## src/rtl/pwm_pkg.sv

```systemverilog
// Shared register map and small types for the PWM array controller.
package pwm_pkg;

  localparam logic [2:0] OFF_CTRL     = 3'd0;
  localparam logic [2:0] OFF_PER_LO   = 3'd1;
  localparam logic [2:0] OFF_PER_HI   = 3'd2;
  localparam logic [2:0] OFF_DUTY_LO  = 3'd3;
  localparam logic [2:0] OFF_DUTY_HI  = 3'd4;
  localparam logic [2:0] OFF_DEADTIME = 3'd5;
  localparam logic [2:0] OFF_STATUS   = 3'd6;

  localparam int CTRL_EN_BIT   = 0;
  localparam int CTRL_MODE_BIT = 1;
  localparam int CTRL_INV_BIT  = 2;

  localparam int STATUS_PENDING_BIT = 0;
  localparam int STATUS_WRAP_BIT    = 1;

  localparam logic [5:0] GCTRL_ADDR     = 6'h38;
  localparam int         GCTRL_SYNC_BIT = 0;

  typedef enum logic {MODE_EDGE = 1'b0, MODE_CENTER = 1'b1} pwm_mode_e;
  typedef enum logic {DIR_DOWN = 1'b0, DIR_UP = 1'b1} count_dir_e;

endpackage

```

## src/rtl/pwm_channel.sv

```systemverilog
// One PWM channel: shadow/active registers, edge or center counter,
// duty compare and dead-time insertion with registered outputs.
module pwm_channel
  import pwm_pkg::*;
#(
  parameter int CNT_W = 8,
  parameter int DT_W  = 4
) (
  input  logic             clk,
  input  logic             rst,
  input  logic             en,
  input  logic             mode,
  input  logic             inv,
  input  logic             sync,
  input  logic             per_lo_wr,
  input  logic             per_hi_wr,
  input  logic             duty_lo_wr,
  input  logic             duty_hi_wr,
  input  logic             dt_wr,
  input  logic             wrap_clr,
  input  logic [7:0]       wr_data,
  output logic [CNT_W-1:0] shadow_per,
  output logic [CNT_W-1:0] shadow_duty,
  output logic [DT_W-1:0]  shadow_dt,
  output logic             pending,
  output logic             wrap,
  output logic             pwm_a,
  output logic             pwm_b
);

  logic [CNT_W-1:0] active_per, active_duty, cnt, cnt_next, per_m1;
  logic [CNT_W-1:0] per_next, duty_next;
  logic [DT_W-1:0]  active_dt, dt_next, run, run_now;
  logic [15:0]      per_ext, duty_ext;
  count_dir_e       dir, dir_next;
  pwm_mode_e        mode_e;
  logic             force_load, boundary, load, shadow_wr;
  logic             raw, prev_raw, a_val, b_val;

  assign mode_e = pwm_mode_e'(mode);

  // Byte-wide host writes land in a 16-bit view; bits at or above CNT_W drop.
  always_comb begin
    per_ext  = 16'(shadow_per);
    duty_ext = 16'(shadow_duty);
    if (per_lo_wr)  per_ext[7:0]   = wr_data;
    if (per_hi_wr)  per_ext[15:8]  = wr_data;
    if (duty_lo_wr) duty_ext[7:0]  = wr_data;
    if (duty_hi_wr) duty_ext[15:8] = wr_data;
    per_next  = per_ext[CNT_W-1:0];
    duty_next = duty_ext[CNT_W-1:0];
    dt_next   = dt_wr ? wr_data[DT_W-1:0] : shadow_dt;
    shadow_wr = per_lo_wr | per_hi_wr | duty_lo_wr | duty_hi_wr | dt_wr;
  end

  assign per_m1   = active_per - 1'b1;
  assign boundary = en && (cnt == '0) && (dir == DIR_UP);
  assign load     = !en || boundary || force_load;

  // Center mode holds each end value for two cycles by flipping direction
  // without moving the count.
  always_comb begin
    cnt_next = cnt;
    dir_next = dir;
    if (sync || !en || (active_per == '0)) begin
      cnt_next = '0;
      dir_next = DIR_UP;
    end else if (mode_e == MODE_EDGE) begin
      dir_next = DIR_UP;
      cnt_next = (cnt >= per_m1) ? '0 : cnt + 1'b1;
    end else if (dir == DIR_UP) begin
      if (cnt >= per_m1) begin
        cnt_next = per_m1;
        dir_next = DIR_DOWN;
      end else begin
        cnt_next = cnt + 1'b1;
      end
    end else begin
      if (cnt == '0) dir_next = DIR_UP;
      else           cnt_next = cnt - 1'b1;
    end
  end

  // run_now counts earlier consecutive cycles with the same raw level,
  // so an output may assert once raw has been steady for DT+1 cycles.
  always_comb begin
    raw = en && (active_per != '0) && (cnt < active_duty);
    if (raw != prev_raw) run_now = '0;
    else if (run == '1)  run_now = run;
    else                 run_now = run + 1'b1;
    a_val = raw && (run_now >= active_dt);
    b_val = !raw && (run_now >= active_dt);
  end

  always_ff @(posedge clk) begin
    if (rst) begin
      shadow_per  <= '0;
      shadow_duty <= '0;
      shadow_dt   <= '0;
      active_per  <= '0;
      active_duty <= '0;
      active_dt   <= '0;
      pending     <= 1'b0;
      wrap        <= 1'b0;
      force_load  <= 1'b0;
      cnt         <= '0;
      dir         <= DIR_UP;
      prev_raw    <= 1'b0;
      run         <= '0;
      pwm_a       <= 1'b0;
      pwm_b       <= 1'b0;
    end else begin
      shadow_per  <= per_next;
      shadow_duty <= duty_next;
      shadow_dt   <= dt_next;
      if (load) begin
        active_per  <= shadow_per;
        active_duty <= shadow_duty;
        active_dt   <= shadow_dt;
      end
      if (shadow_wr)     pending <= 1'b1;
      else if (load)     pending <= 1'b0;
      if (boundary)      wrap <= 1'b1;
      else if (wrap_clr) wrap <= 1'b0;
      force_load <= sync;
      cnt        <= cnt_next;
      dir        <= dir_next;
      prev_raw   <= raw;
      run        <= run_now;
      pwm_a      <= en && (a_val ^ inv);
      pwm_b      <= en && (b_val ^ inv);
    end
  end

endmodule

```

## src/rtl/pwm_array_ctrl.sv

```systemverilog
// Register-mapped array of PWM channels with a global sync strobe.
// Channel n lives at n*8+offset; GCTRL sits at 0x38.
module pwm_array_ctrl
  import pwm_pkg::*;
#(
  parameter int NUM_CH = 3,
  parameter int CNT_W  = 8,
  parameter int DT_W   = 4
) (
  input  logic              clk,
  input  logic              rst,
  input  logic              i_write_en,
  input  logic [5:0]        i_address,
  input  logic [7:0]        i_data,
  output logic [7:0]        o_data,
  output logic [NUM_CH-1:0] o_pwm_a,
  output logic [NUM_CH-1:0] o_pwm_b
);

  logic [2:0]              ch_sel, off_sel;
  logic                    sync;
  logic [NUM_CH-1:0][7:0]  ch_rd;
  logic [7:0]              rd_next;

  assign ch_sel  = i_address[5:3];
  assign off_sel = i_address[2:0];
  assign sync    = i_write_en && (i_address == GCTRL_ADDR) && i_data[GCTRL_SYNC_BIT];

  for (genvar n = 0; n < NUM_CH; n++) begin : g_ch
    logic             hit;
    logic [2:0]       ctrl;
    logic [CNT_W-1:0] sh_per, sh_duty;
    logic [DT_W-1:0]  sh_dt;
    logic             pending, wrap;
    logic [15:0]      per_ext, duty_ext;
    logic [7:0]       rd;

    assign hit = i_write_en && (ch_sel == 3'(n));

    always_ff @(posedge clk) begin
      if (rst)                               ctrl <= '0;
      else if (hit && (off_sel == OFF_CTRL)) ctrl <= i_data[2:0];
    end

    pwm_channel #(
      .CNT_W(CNT_W),
      .DT_W (DT_W)
    ) u_ch (
      .clk        (clk),
      .rst        (rst),
      .en         (ctrl[CTRL_EN_BIT]),
      .mode       (ctrl[CTRL_MODE_BIT]),
      .inv        (ctrl[CTRL_INV_BIT]),
      .sync       (sync),
      .per_lo_wr  (hit && (off_sel == OFF_PER_LO)),
      .per_hi_wr  (hit && (off_sel == OFF_PER_HI)),
      .duty_lo_wr (hit && (off_sel == OFF_DUTY_LO)),
      .duty_hi_wr (hit && (off_sel == OFF_DUTY_HI)),
      .dt_wr      (hit && (off_sel == OFF_DEADTIME)),
      .wrap_clr   (hit && (off_sel == OFF_STATUS) && i_data[STATUS_WRAP_BIT]),
      .wr_data    (i_data),
      .shadow_per (sh_per),
      .shadow_duty(sh_duty),
      .shadow_dt  (sh_dt),
      .pending    (pending),
      .wrap       (wrap),
      .pwm_a      (o_pwm_a[n]),
      .pwm_b      (o_pwm_b[n])
    );

    assign per_ext  = 16'(sh_per);
    assign duty_ext = 16'(sh_duty);

    always_comb begin
      rd = '0;
      case (off_sel)
        OFF_CTRL:     rd = {5'b0, ctrl};
        OFF_PER_LO:   rd = per_ext[7:0];
        OFF_PER_HI:   rd = per_ext[15:8];
        OFF_DUTY_LO:  rd = duty_ext[7:0];
        OFF_DUTY_HI:  rd = duty_ext[15:8];
        OFF_DEADTIME: rd = 8'(sh_dt);
        OFF_STATUS: begin
          rd[STATUS_WRAP_BIT]    = wrap;
          rd[STATUS_PENDING_BIT] = pending;
        end
        default:      rd = '0;
      endcase
    end

    assign ch_rd[n] = rd;
  end

  // GCTRL and unpopulated channels never match a channel index, so read 0.
  always_comb begin
    rd_next = '0;
    for (int n = 0; n < NUM_CH; n++) begin
      if (ch_sel == 3'(n)) rd_next = ch_rd[n];
    end
  end

  always_ff @(posedge clk) begin
    if (rst) o_data <= '0;
    else     o_data <= rd_next;
  end

endmodule

```

## config.mk

```make
export PLATFORM = sky130hd
export DESIGN_NAME = pwm_array_ctrl
export DESIGN_NICKNAME = d
export VERILOG_FILES = /design/src/rtl/pwm_pkg.sv /design/src/rtl/pwm_channel.sv /design/src/rtl/pwm_array_ctrl.sv
export SDC_FILE = /design/constraint.sdc
export NUM_CORES = 1
export LEC_CHECK = 0
export CORE_ASPECT_RATIO = 1.25
export CORE_MARGIN = 2
export CORE_UTILIZATION = 60
export DETAILED_ROUTE_END_ITERATION = 16
export PLACE_DENSITY = 0.78
export SLEW_MARGIN = 10
export SYNTH_ARGS = -nofsm -noshare
export SYNTH_HDL_FRONTEND = slang
export SYNTH_HIERARCHICAL = 1
export SYNTH_SLANG_ARGS = --single-unit
export TNS_END_PERCENT = 100
```

## constraint.sdc

```tcl
create_clock -name clk -period 4.7 [get_ports clk]
set_clock_uncertainty 0.05 [all_clocks]
set_input_delay 1.175 -clock clk [delete_from_list [all_inputs] [get_ports clk]]
set_output_delay 1.175 -clock clk [all_outputs]
set_load 0.05 [all_outputs]
```

==> impl_metrics.json <==
{
  "status": "complete, no violations",
  "end_kind": "register",
  "ys_seq_area_frac": 0.356,
  "yosysUniqueCellTypes": 83,
  "clock_path_buffers": 2,
  "seqPwrFrac": 0.498,
  "cts_made_buffers": 17,
  "p_per_area_mw_per_mm2": 280,
  "power.leakage_nw": 4.60,
  "vias_per_cell": 5.95,
  "grt_pass1_wl_mm": 43.6,
  "routed-via-count": 9038,
  "portBuffers": 30,
  "row_count": 55,
  "htreeDepth": 4,
  "drv_slew": 0,
  "routabilityCongestion": 0.899,
  "cp.required_ns": 4.97,
  "hold_viol_final": 0,
  "drt_iter0_drc": 812,
  "finalPower_mw": 3.34,
  "start_util": 0.607,
  "avgSynthCellArea_um2": 8.57,
  "antenna_found_initial": 0,
  "period_share": 0.834,
  "setup_tns_ns": 0,
  "min_path_type": "register to register",
  "clkPwrFrac": 0.447,
  "boundaryPins": 31,
  "drive_gt1_frac": 0.0774,
  "synthCells": 1273,
  "slowest_stage": "a311oi_1",
  "postCtsSetupRepairBufs": 0,
  "n_antenna_cell": 0,
  "vdd_drop_max_mv": 0.194,
  "drc": 0,
  "path_clk_slew_ns": 0.07,
  "yosys_warnings": 6,
  "rsz0062_at_grt": "no",
  "critical_path.max_stage_delay_ns": 0.62,
  "clkLatencyLatePin_ns": 0.44,
  "p_sw_mw": 0.763,
  "maxCapViolCount": 0,
  "cts_hold_buf": 0,
  "crit_buf_inv": 0,
  "clock-sinks": 194,
  "firstDrtPassIters": 5,
  "routedWlPerCell_um": 17.5,
  "path_common_cell": "a21o_1",
  "drtAntennaViolNets": 0,
  "cts_tree": "done",
  "root_buffer": "clkbuf_16",
  "crit_fanout": 8,
  "syn2layout_area_growth_pct": 9.48,
  "pwr-share-comb": 0.056,
  "critPathKind": "register to register",
  "die_w_um": 125,
  "switching_share": 0.228,
  "grt_max_degree": 61,
  "nNetsFinal": 1369,
  "dpl.hpwl_mm": 19.1,
  "slew_headroom": 0.466,
  "synth_edf_count": 0,
  "grt_pass1_vias": 8882,
  "cp.arrival_ns": 4.19,
  "ys.flop_type": "dfxtp_1",
  "dieArea_mm2": 0.0193,
  "wl_mm": 26.6,
  "coreArea_mm2": 0.0180,
  "fmax_mhz": 255,
  "cts_resized": 0,
  "crit_family": "compound AO/OA/AOI/OAI gates",
  "syn-cell-area_mm2": 0.0109,
  "min_period_ns": 3.92,
  "syn-num-nets": 1362,
  "synth-async-reset-ratio": 0,
  "dieHeight_um": 155,
  "start_kind": "register",
  "p_int_mw": 2.58,
  "grt-ovfl-total": 0,
  "grtUsageTotal": 0.276,
  "finalSetupViolations": 0,
  "ys_seq_elements": 194,
  "worst_slew_pin_slew_ns": 0.801,
  "crit_chain": "ha_1 -> a21o_1 -> a221o_1 -> a311oi_1 -> xor2_1 -> nand2b_1 -> ha_1 -> nand2b_1 -> a21o_1 -> a21o_1 -> a21oi_1 -> nor2_1 -> mux2i_1"
}
[path summary, 6_finish.rpt]
kind | slack, ns | startpoint | end | depth (start not counted)
max | 0.78 | g_ch[0].u_ch/cnt[6] | g_ch[0].u_ch/pwm_b | 13
min | 0.40 | g_ch[0].u_ch/active_duty[5] | g_ch[0].u_ch/active_duty[5] | 2
max reg2reg | 0.78 | g_ch[0].u_ch/cnt[6] | g_ch[0].u_ch/pwm_b | 13
min reg2reg | 0.40 | g_ch[0].u_ch/active_duty[5] | g_ch[0].u_ch/active_duty[5] | 2
[flip-flops by register name, indices dropped and copies added, names as in the netlist, 8 cells and up]
name / flops
g_ch.ctrl: 9
g_ch.u_ch/active_dt: 12
g_ch.u_ch/active_duty: 24
g_ch.u_ch/active_per: 24
g_ch.u_ch/cnt: 24
g_ch.u_ch/run: 12
g_ch.u_ch/shadow_dt: 12
g_ch.u_ch/shadow_duty: 24
g_ch.u_ch/shadow_per: 24
o_data: 8
[metrics by stage]
step	hold WS, ns	instance area (um^2)	instances	worst slack [ns]	util
2_1_floorplan	0.376	10900	1273	1.40	-
3_3_place_gp	0.391	11300	1489	0.911	0.631
3_5_place_dp	0.395	11300	1489	0.813	0.631
4_1_cts	0.403	11900	1520	0.780	0.665
5_1_grt	0.423	11900	1520	0.497	0.665
6_report	0.404	11900	1520	0.778	0.665
[logic make-up (layout without fill, tap and decap cells)]
group,count (synthesis),in the layout,synth area share
flip-flops,194,194,0.356
buffers and inverters,121,140,0.0495
AND/OR/NAND/NOR,511,511,0.234
adder cells (fa/ha/maj),72,72,0.0826
AO/OA/AOI/OAI,187,187,0.110
multiplexers,135,135,0.126
XOR/XNOR,53,53,0.0426
[metal layers]
layer  GRT usage  wire [um]  up-vias
li1            -          -     4468
met1       0.330      11400     4269
met2       0.485      13200      231
met3      0.0436       1040       70
met4       0.133       1060        0
met5           0          0        -
[power groups by stage]
stage / combinational (mW) / clock [mW] / sequential (mW)
2_1_floorplan: 0.116 / 0 / 1.70
3_3_place_gp: 0.179 / 0 / 1.70
5_1_grt: 0.202 / 1.58 / 1.67
4_1_cts: 0.183 / 1.52 / 1.66
6_report: 0.186 / 1.49 / 1.66
3_5_place_dp: 0.183 / 0 / 1.70
[layout make-up]
type                       count  area [um^2]
inverter                      55          206
tap                          228          285
multi-input combinational    958         6480
timing repair buffer          54          478
clock buffer                  21          450
clock inverter                10          149
fill                        1443         6020
sequential                   194         3880
[synth_stat cells (29+ instances only)]
cell / instances / share of area
a21oi_1: 73 / 0.034
inv_1: 55 / 0.019
nor2_1: 139 / 0.048
xnor2_1: 30 / 0.024
nor3_1: 47 / 0.022
clkbuf_1: 32 / 0.011
mux2i_1: 120 / 0.11
o21ai_0: 29 / 0.013
nand3_1: 39 / 0.018
nand2_1: 140 / 0.048
ha_1: 72 / 0.083
dfxtp_1: 194 / 0.36
[placed cells by master, fill, tap and decap left out, drive strengths merged, types with 7 or more instances in the layout]
| cell type | count |
|---|---|
| nor3 | 48 |
| xor2 | 23 |
| inv | 59 |
| dfxtp | 194 |
| nand2b | 28 |
| buf | 25 |
| nand3b | 12 |
| mux2 | 15 |
| nor2 | 141 |
| clkbuf | 21 |
| a31oi | 11 |
| o21ai | 30 |
| clkdlybuf4s50 | 29 |
| nor2b | 16 |
| a32oi | 7 |
| ha | 72 |
| xnor2 | 30 |
| or3 | 15 |
| mux2i | 120 |
| a21oi | 78 |
| nand2 | 141 |
| and3 | 14 |
| nand3 | 39 |
| nor4 | 10 |
| nand4 | 8 |
[worst reg2reg max path: cells and delay by family (launching register included)]
kind | cells | cell delay (ns)
AO/OA/AOI/OAI | 6 | 1.68
XOR/XNOR | 1 | 0.52
adder cells (fa/ha/maj) | 2 | 0.52
flip-flops | 1 | 0.49
multiplexers | 1 | 0.16
AND/OR/NAND/NOR | 3 | 0.40
Power figures use the tool's default switching activity.
